`config.mk`:
```
export PLATFORM = sky130hd
export DESIGN_NAME = seq_comparator
export DESIGN_NICKNAME = d
export VERILOG_FILES = /design/src/rtl/seq_comparator.sv
export SDC_FILE = /design/constraint.sdc
export NUM_CORES = 1
export LEC_CHECK = 0
export CAP_MARGIN = 5
export CORE_ASPECT_RATIO = 2
export CORE_UTILIZATION = 45
export DETAILED_ROUTE_END_ITERATION = 8
export PLACE_DENSITY = 0.7
export SLEW_MARGIN = 15
export SYNTH_ARGS = -nofsm -noshare
export SYNTH_HDL_FRONTEND = slang
export SYNTH_SLANG_ARGS = --single-unit
```
`constraint.sdc`:
```
create_clock -name clk -period 1.6 [get_ports clk]
set_input_delay 0.16 -clock clk [delete_from_list [all_inputs] [get_ports clk]]
set_output_delay 0.16 -clock clk [all_outputs]
set_load 0.05 [all_outputs]
```
`src/rtl/seq_comparator.sv`:
```
// seq_comparator: multi-cycle magnitude comparator, DIGIT bits per cycle, MSB digit first.
// Latency: NDIG = WIDTH/DIGIT cycles from the accepting start edge to done.
//   With CMP_EARLY_EXIT_EN defined, the compare ends at the first differing digit.
// Backpressure: none. start is honoured only in IDLE or DONE and is ignored while busy.
//
// Optional build macro: CMP_EARLY_EXIT_EN (leave RUN as soon as the outcome is known).
//
// Ports:
//   clk, rst              rising-edge clock, asynchronous active-high reset
//   start                 request a compare (sampled in IDLE/DONE)
//   a, b, signed_mode     operands and mode, captured on the accepting edge
//   busy                  high while comparing (RUN)
//   done                  one-cycle pulse, result flags valid from this cycle
//   a_grt_b/a_less_b/a_eq_b  registered result, held until the next done
//
// WIDTH must be an integer multiple of DIGIT.
module seq_comparator #(
  parameter int WIDTH = 16,
  parameter int DIGIT = 4
) (
  input  logic             clk,
  input  logic             rst,
  input  logic             start,
  input  logic [WIDTH-1:0] a,
  input  logic [WIDTH-1:0] b,
  input  logic             signed_mode,
  output logic             busy,
  output logic             done,
  output logic             a_grt_b,
  output logic             a_less_b,
  output logic             a_eq_b
);

  localparam int NDIG = WIDTH / DIGIT;
  localparam int CW   = $clog2(NDIG + 1);

  typedef enum logic [1:0] {IDLE, RUN, DONE} state_t;

  state_t           state, state_nxt;
  logic [WIDTH-1:0] sh_a, sh_b;
  logic [CW-1:0]    cnt;
  logic             dec_gt, dec_lt;
  logic [DIGIT-1:0] dig_a, dig_b;
  logic             dig_gt, dig_lt, decided, last_dig;
  logic             accept, finish;
  logic             fin_gt, fin_lt;
  logic [WIDTH-1:0] msb_flip;

  assign dig_a    = sh_a[WIDTH-1 -: DIGIT];
  assign dig_b    = sh_b[WIDTH-1 -: DIGIT];
  assign dig_gt   = dig_a > dig_b;
  assign dig_lt   = dig_a < dig_b;
  assign decided  = dec_gt | dec_lt;
  assign last_dig = (cnt == CW'(NDIG - 1));
  assign accept   = start && ((state == IDLE) || (state == DONE));

  // The first differing digit wins; the current digit only matters while undecided.
  assign fin_gt = dec_gt | (~decided & dig_gt);
  assign fin_lt = dec_lt | (~decided & dig_lt);

  // Flipping the sign bit maps two's complement onto offset binary, so a plain
  // unsigned digit compare then orders signed values correctly.
  assign msb_flip = {signed_mode, {(WIDTH-1){1'b0}}};

  assign busy = (state == RUN);
  assign done = (state == DONE);

  always_ff @(posedge clk or posedge rst) begin
    if (rst) state <= IDLE;
    else     state <= state_nxt;
  end

  always_comb begin
    state_nxt = state;
    finish    = 1'b0;
    case (state)
      IDLE: if (start) state_nxt = RUN;
      RUN: begin
`ifdef CMP_EARLY_EXIT_EN
        finish = last_dig | (~decided & (dig_gt | dig_lt));
`else
        finish = last_dig;
`endif
        if (finish) state_nxt = DONE;
      end
      DONE:    state_nxt = start ? RUN : IDLE;
      default: state_nxt = IDLE;
    endcase
  end

  always_ff @(posedge clk or posedge rst) begin
    if (rst) begin
      sh_a     <= '0;
      sh_b     <= '0;
      cnt      <= '0;
      dec_gt   <= 1'b0;
      dec_lt   <= 1'b0;
      a_grt_b  <= 1'b0;
      a_less_b <= 1'b0;
      a_eq_b   <= 1'b0;
    end else if (accept) begin
      sh_a   <= a ^ msb_flip;
      sh_b   <= b ^ msb_flip;
      cnt    <= '0;
      dec_gt <= 1'b0;
      dec_lt <= 1'b0;
    end else if (state == RUN) begin
      sh_a <= sh_a << DIGIT;
      sh_b <= sh_b << DIGIT;
      cnt  <= cnt + CW'(1);
      if (!decided) begin
        dec_gt <= dig_gt;
        dec_lt <= dig_lt;
      end
      if (finish) begin
        a_grt_b  <= fin_gt;
        a_less_b <= fin_lt;
        a_eq_b   <= ~(fin_gt | fin_lt);
      end
    end
  end

endmodule

```
# Word level (Yosys, flattened, before mapping)
# Index checks and enable logic that the tools add are counted.
[totals] reg_bits=42 input_bits=36 output_inout_bits=5 word_cells=53
[op_classes] n_addsub=1 magnitude_cmp=2 n_eq_ne=6 n_mux=17 bitwise=11 reduce_logical=7
[ops] op="2-to-1 mux 16 bit" count=4
[ops] op="XOR 16 bit" count=2
[ops] op="2-to-1 mux 1 bit" count=8
[ops] op="2-to-1 mux 3 bit" count=2
[ops] op="one-hot mux 2 bit (3 select lines)" count=1
[ops] op="> comparator 4 bit" count=1
[ops] op="< comparator 4 bit" count=1
[ops] op="2-to-1 mux 2 bit" count=2
[ops] op="inequality test 2 x 1 -> 1 bit, second input constant" count=2
[ops] op="bitwise OR 1 bit" count=4
[ops] op="AND reduction 2 bit" count=2
[ops] op="adder 3 x 1 -> 3 bit, second input constant" count=1
[ops] op="equality test 3 x 2 -> 1 bit, second input constant" count=1
[ops] op="inverter 1 bit" count=3
[ops] op="AND reduction 3 bit" count=1
[ops] op="AND 1 bit" count=2
[ops] op="equality test 2 x 1 -> 1 bit, second input constant" count=1
[ops] op="equality test 2 bit, second input constant" count=1
[ops] op="zero test 2 bit" count=1
[ops] op="inequality test 2 bit, second input constant" count=1
[ops] op="nonzero test 2 bit" count=1
[ops] op="logical AND 1 bit" count=1
[ops] op="logical OR 1 bit" count=1

# Depth between registers and ports, before layout
[depth] word_depth=6 ltp_mapped=6 mapped_depth_nobuf=6

# Least setup slack after synthesis
# No wires, ideal clock.
[synth_timing] kind="reg-to-reg" from="register state[1]" to="register sh_a[7]" arrival_time_ns=1.531 setup_slack_ns=0.001 path_stages_with_launch=6 period_less_slack_ns=1.599 path_cell_list="dfrtp_1 nand2b_1 inv_2 clkbuf_1 a22oi_1 nand2_1"
[synth_between] word_cells_on_any_way=7
[synth_rtl] item="start: declaration" line_no="39" text="state_t state, state_nxt;"
[synth_rtl] item="start signal: assignment" line_no="70" text="else state <= state_nxt;"
[synth_rtl] item="equality test 2 x 1 -> 1 bit"
[synth_rtl] item="named net busy" line_no="27" text="output logic busy,"
[synth_rtl] item="nonzero test 2 bit (no line)"
[synth_rtl] item="end signal: assignment" line_no="102" text="sh_a <= a ^ msb_flip;"
[synth_rtl] item="end signal: assignment" line_no="108" text="sh_a <= sh_a << DIGIT;"
[synth_rtl] item="end: declaration" line_no="40" text="logic [WIDTH-1:0] sh_a, sh_b;"
# The timed path passes the listed nets, and every way through them passes these cells.
# A chain may end at the register's enable or synchronous reset.

# Worst setup path in the final report
[layout_timing] from="register sh_b[13]" to="register dec_gt"
[layout_between] elab_chain_len=4
[layout_lines] item="start: declaration" line_no="40"
[layout_lines] item="start signal: assignment" line_no="103" text="sh_b <= b ^ msb_flip;"
[layout_lines] item="start signal: assignment" line_no="109" text="sh_b <= sh_b << DIGIT;"
[layout_lines] item="> comparator 4 bit" line_no="51" text="assign dig_gt = dig_a > dig_b;"
[layout_lines] item="2-to-1 mux 1 bit" line_no="111" text="if (!decided) begin"
[layout_lines] item="2-to-1 mux 1 bit" line_no="107" text="end else if (state == RUN) begin"
[layout_lines] item="2-to-1 mux 1 bit" line_no="101" text="end else if (accept) begin"
[layout_lines] item="end signal: assignment" line_no="112" text="dec_gt <= dig_gt;"
[layout_lines] item="end: declaration" line_no="42" text="logic dec_gt, dec_lt;"
# Every way passes these cells. The select of a mux whose other input is x is not followed.

==> flow_summary.toml <==
[route]
vias = 1551
firstDrtPassIters = 4
wl_per_cell_um = 14.9
drt_iter0_drc = 37
top_layer_used = "met4"
dr_wl_met3_um = 184
finalWirelength_mm = 4.18
drcViolationCount = 0
drtAntennaViolNets = 0
met2_wirelength_mm = 2.30
wl_met1_mm = 1.63
vias_per_cell = 5.54

[yosys]
synth_fp_nets = 222
yosys.area_share.simple = 0.149
synth_compound_area_frac = 0.180
synth_seq_cells = 42
synth_top_family_by_area = "compound AO/OA/AOI/OAI gates"
syn_inst = 180
yosysMostFrequentCell = "nand2_1"
synth_top_area_frac = 0.565
avgSynthCellArea_um2 = 10.3
synth_ff_type = "dfrtp_1"
synthXorXnorAreaFrac = 0.00941
ys_seq_area_frac = 0.565
ys_top_cells_by_area = "dfrtp_1, nand2_1, a22oi_1"
async_reset_ff_frac = 1.00
ys_warn_count = 0
synth.distinct_cells = 30
synth_largest_area_cell = "dfrtp_1"
synthAdderAreaFrac = 0.0403
syn-cell-area_um2 = 1860
synthTopCellsByCount = "nand2_1, dfrtp_1, a22oi_1"
muxShareOfSynthArea = 0.0134
synth_edf_count = 0

[sta]
drv_slew = 0
fmax_mhz = 651
fin_crit_sh = 0.960
worstMarginPinSlew_ps = 554
whs_ps = 224
fin_skew_ps = 2.88
setup_viol = 0
slew-limit-headroom = 0.630
min_period_ps = 1540
timing.final.hold_violations = 0
setup_ws_ps = 63.5

[clock_tree]
htree_levels = 2
cts_tree = "done"
clk_latency_ps = 290
ctsHoldBuffers = 0
clockBufferDepth = 2
clock_sinks = 42
cts_buffers = 5
path_clk_slew_ps = 80
cts-root-buf = "clkbuf_8"

[die]
die_h_um = 93.0
dieArea_um2 = 4410
die_x_um = 47.5
fp-row-count = 32
initial_core_util = 0.474
pin_count = 41
coreArea_um2 = 3920

[pwr]
cellPowerDensity_nw_per_um2 = 1910
power_switching_w = 0.00191
p_clk_frac = 0.146
power_frac_comb = 0.474
p_sw_frac = 0.398
p_seq_frac = 0.380
leakagePower_nw = 1.17
p_int_w = 0.00288
ir_drop_mv = 0.976

[grt]
grt_overflow = 0
grt_use_total = 0.216
grt_pass1_wl_mm = 6.92
grt_max_degree = 43
grt_pass1_vias = 1595
antenna_found_initial = 0

[finish]
fillers = 344
drive_above_1_share = 0.135
nets = 270
area_growth_pct = 34.5
multi_input_area_um2 = 749
diodes = 0
seqCellArea_um2 = 1050

[critical_path]
end_kind = "flip-flop"
r2r_start = "sh_b[13]"
worstSetupStartpointType = "flip-flop"
rr_endpoint = "dec_gt"
r2r_cells = 6
cp.required_ps = 1780
crit_arrival_ps = 1720
worst-r2r-setup-slack_ps = 60
path_class = "reg -> reg"
cp_max_fo = 4

[place]
dp_slack_ps = -232
place_hpwl_mm = 2.92
globalplace.congestion = 0.845
port_buffers = 40

[run_status]
outcome = "finished, final reports clean"

[job]
maxCapViolations = 0

[hold_path]
hold_path.class = "in -> async"
[state kept, by name, indices dropped and copies added, names as in the netlist]
register and cells:
sh_b 16, cnt 3, dec_lt 1, state 2, a_eq_b 1, a_grt_b 1
dec_gt 1, sh_a 16, a_less_b 1
[power groups by stage]
stage | Combinational [W] | Clock, W | Sequential (W)
after CTS | 0.00220 | 0.000721 | 0.00181
after global routing | 0.00253 | 0.000770 | 0.00187
after global placement | 0.00208 | 0 | 0.00181
after floorplan | 0.00142 | 0 | 0.00187
final | 0.00227 | 0.000700 | 0.00182
after detailed placement | 0.00217 | 0 | 0.00183
[layer usage]
metal	up-vias	global-route usage
met5	-	0
met3	9	0.0429
met4	0	0.0881
met1	757	0.246
li1	728	-
met2	57	0.366
[cells by family (layout without fill, tap and decap cells)]
family	count (synthesis)	count (layout)
adders and majority gates	6	6
AOI/OAI and AO/OA	44	44
muxes	2	2
and+or+nand+nor	65	65
DFF	42	42
buffers and inverters	19	68
xor gates and xnor gates	2	2
[metrics by stage]
stage | util | power [W] | instance area [µm²] | instances | TNS (ps)
6_report | 0.638 | 0.00479 | 2500 | 280 | 0
5_1_grt | 0.638 | 0.00517 | 2500 | 280 | -24.9
4_1_cts | 0.630 | 0.00473 | 2470 | 278 | 0
3_5_place_dp | 0.606 | 0.00400 | 2380 | 270 | -5120
3_3_place_gp | 0.606 | 0.00389 | 2380 | 270 | -2930
2_1_floorplan | - | 0.00329 | 1860 | 180 | 0
[repair_timing]
| action | in CTS | in global routing |
|---|---|---|
| setup buffers | 0 | 2 |
| pin swaps | 0 | 3 |
| endpoints found under the setup margin | 24 | 5 |
| gates cloned | 0 | 0 |
| gates resized for setup | 1 | 3 |
[worst max-delay path, cell delays in order (launching register included)]
cell and delay (ps):
dfrtp_1 380, inv_2 80, ha_4 200, nor2b_1 120, o211ai_1 240, nand2_1 150
a32o_1 240
[worst max path at each step]
stage                     endpoint  cells after the start  slack (ps)  startpoint
after detailed placement   sh_a[0]                      4        -230       start
after global routing        dec_gt                      6         -10    sh_b[13]
after CTS                     busy                      4          20    state[1]
after floorplan            sh_a[7]                      5           1    state[1]
after global placement     sh_b[3]                      4        -140       start
final                       dec_gt                      6          60    sh_b[13]
[cell usage in the layout (no fill, tap or decap), drive strengths merged, types with 2 or more instances in the layout]
cell            n
dfrtp          42
nor2           10
clkbuf          7
a22oi          13
o21ai           3
a22o           10
nand2b          2
nand2          44
nor3            4
ha              6
buf            17
inv             8
a21oi           2
a31oi           7
nor2b           3
clkdlybuf4s50  35
a32o            2
a221o           3
[cell type report]
type,count,share of cell area
flip-flops and latches,42,0.420
multi-input cells,119,0.299
repair buffers,52,0.207
clock buffers,7,0.0345
well taps,51,0.0255
inverters,8,0.0120
clock inverters,1,0.00200
Note: power is estimated with default switching activity, not from simulation.
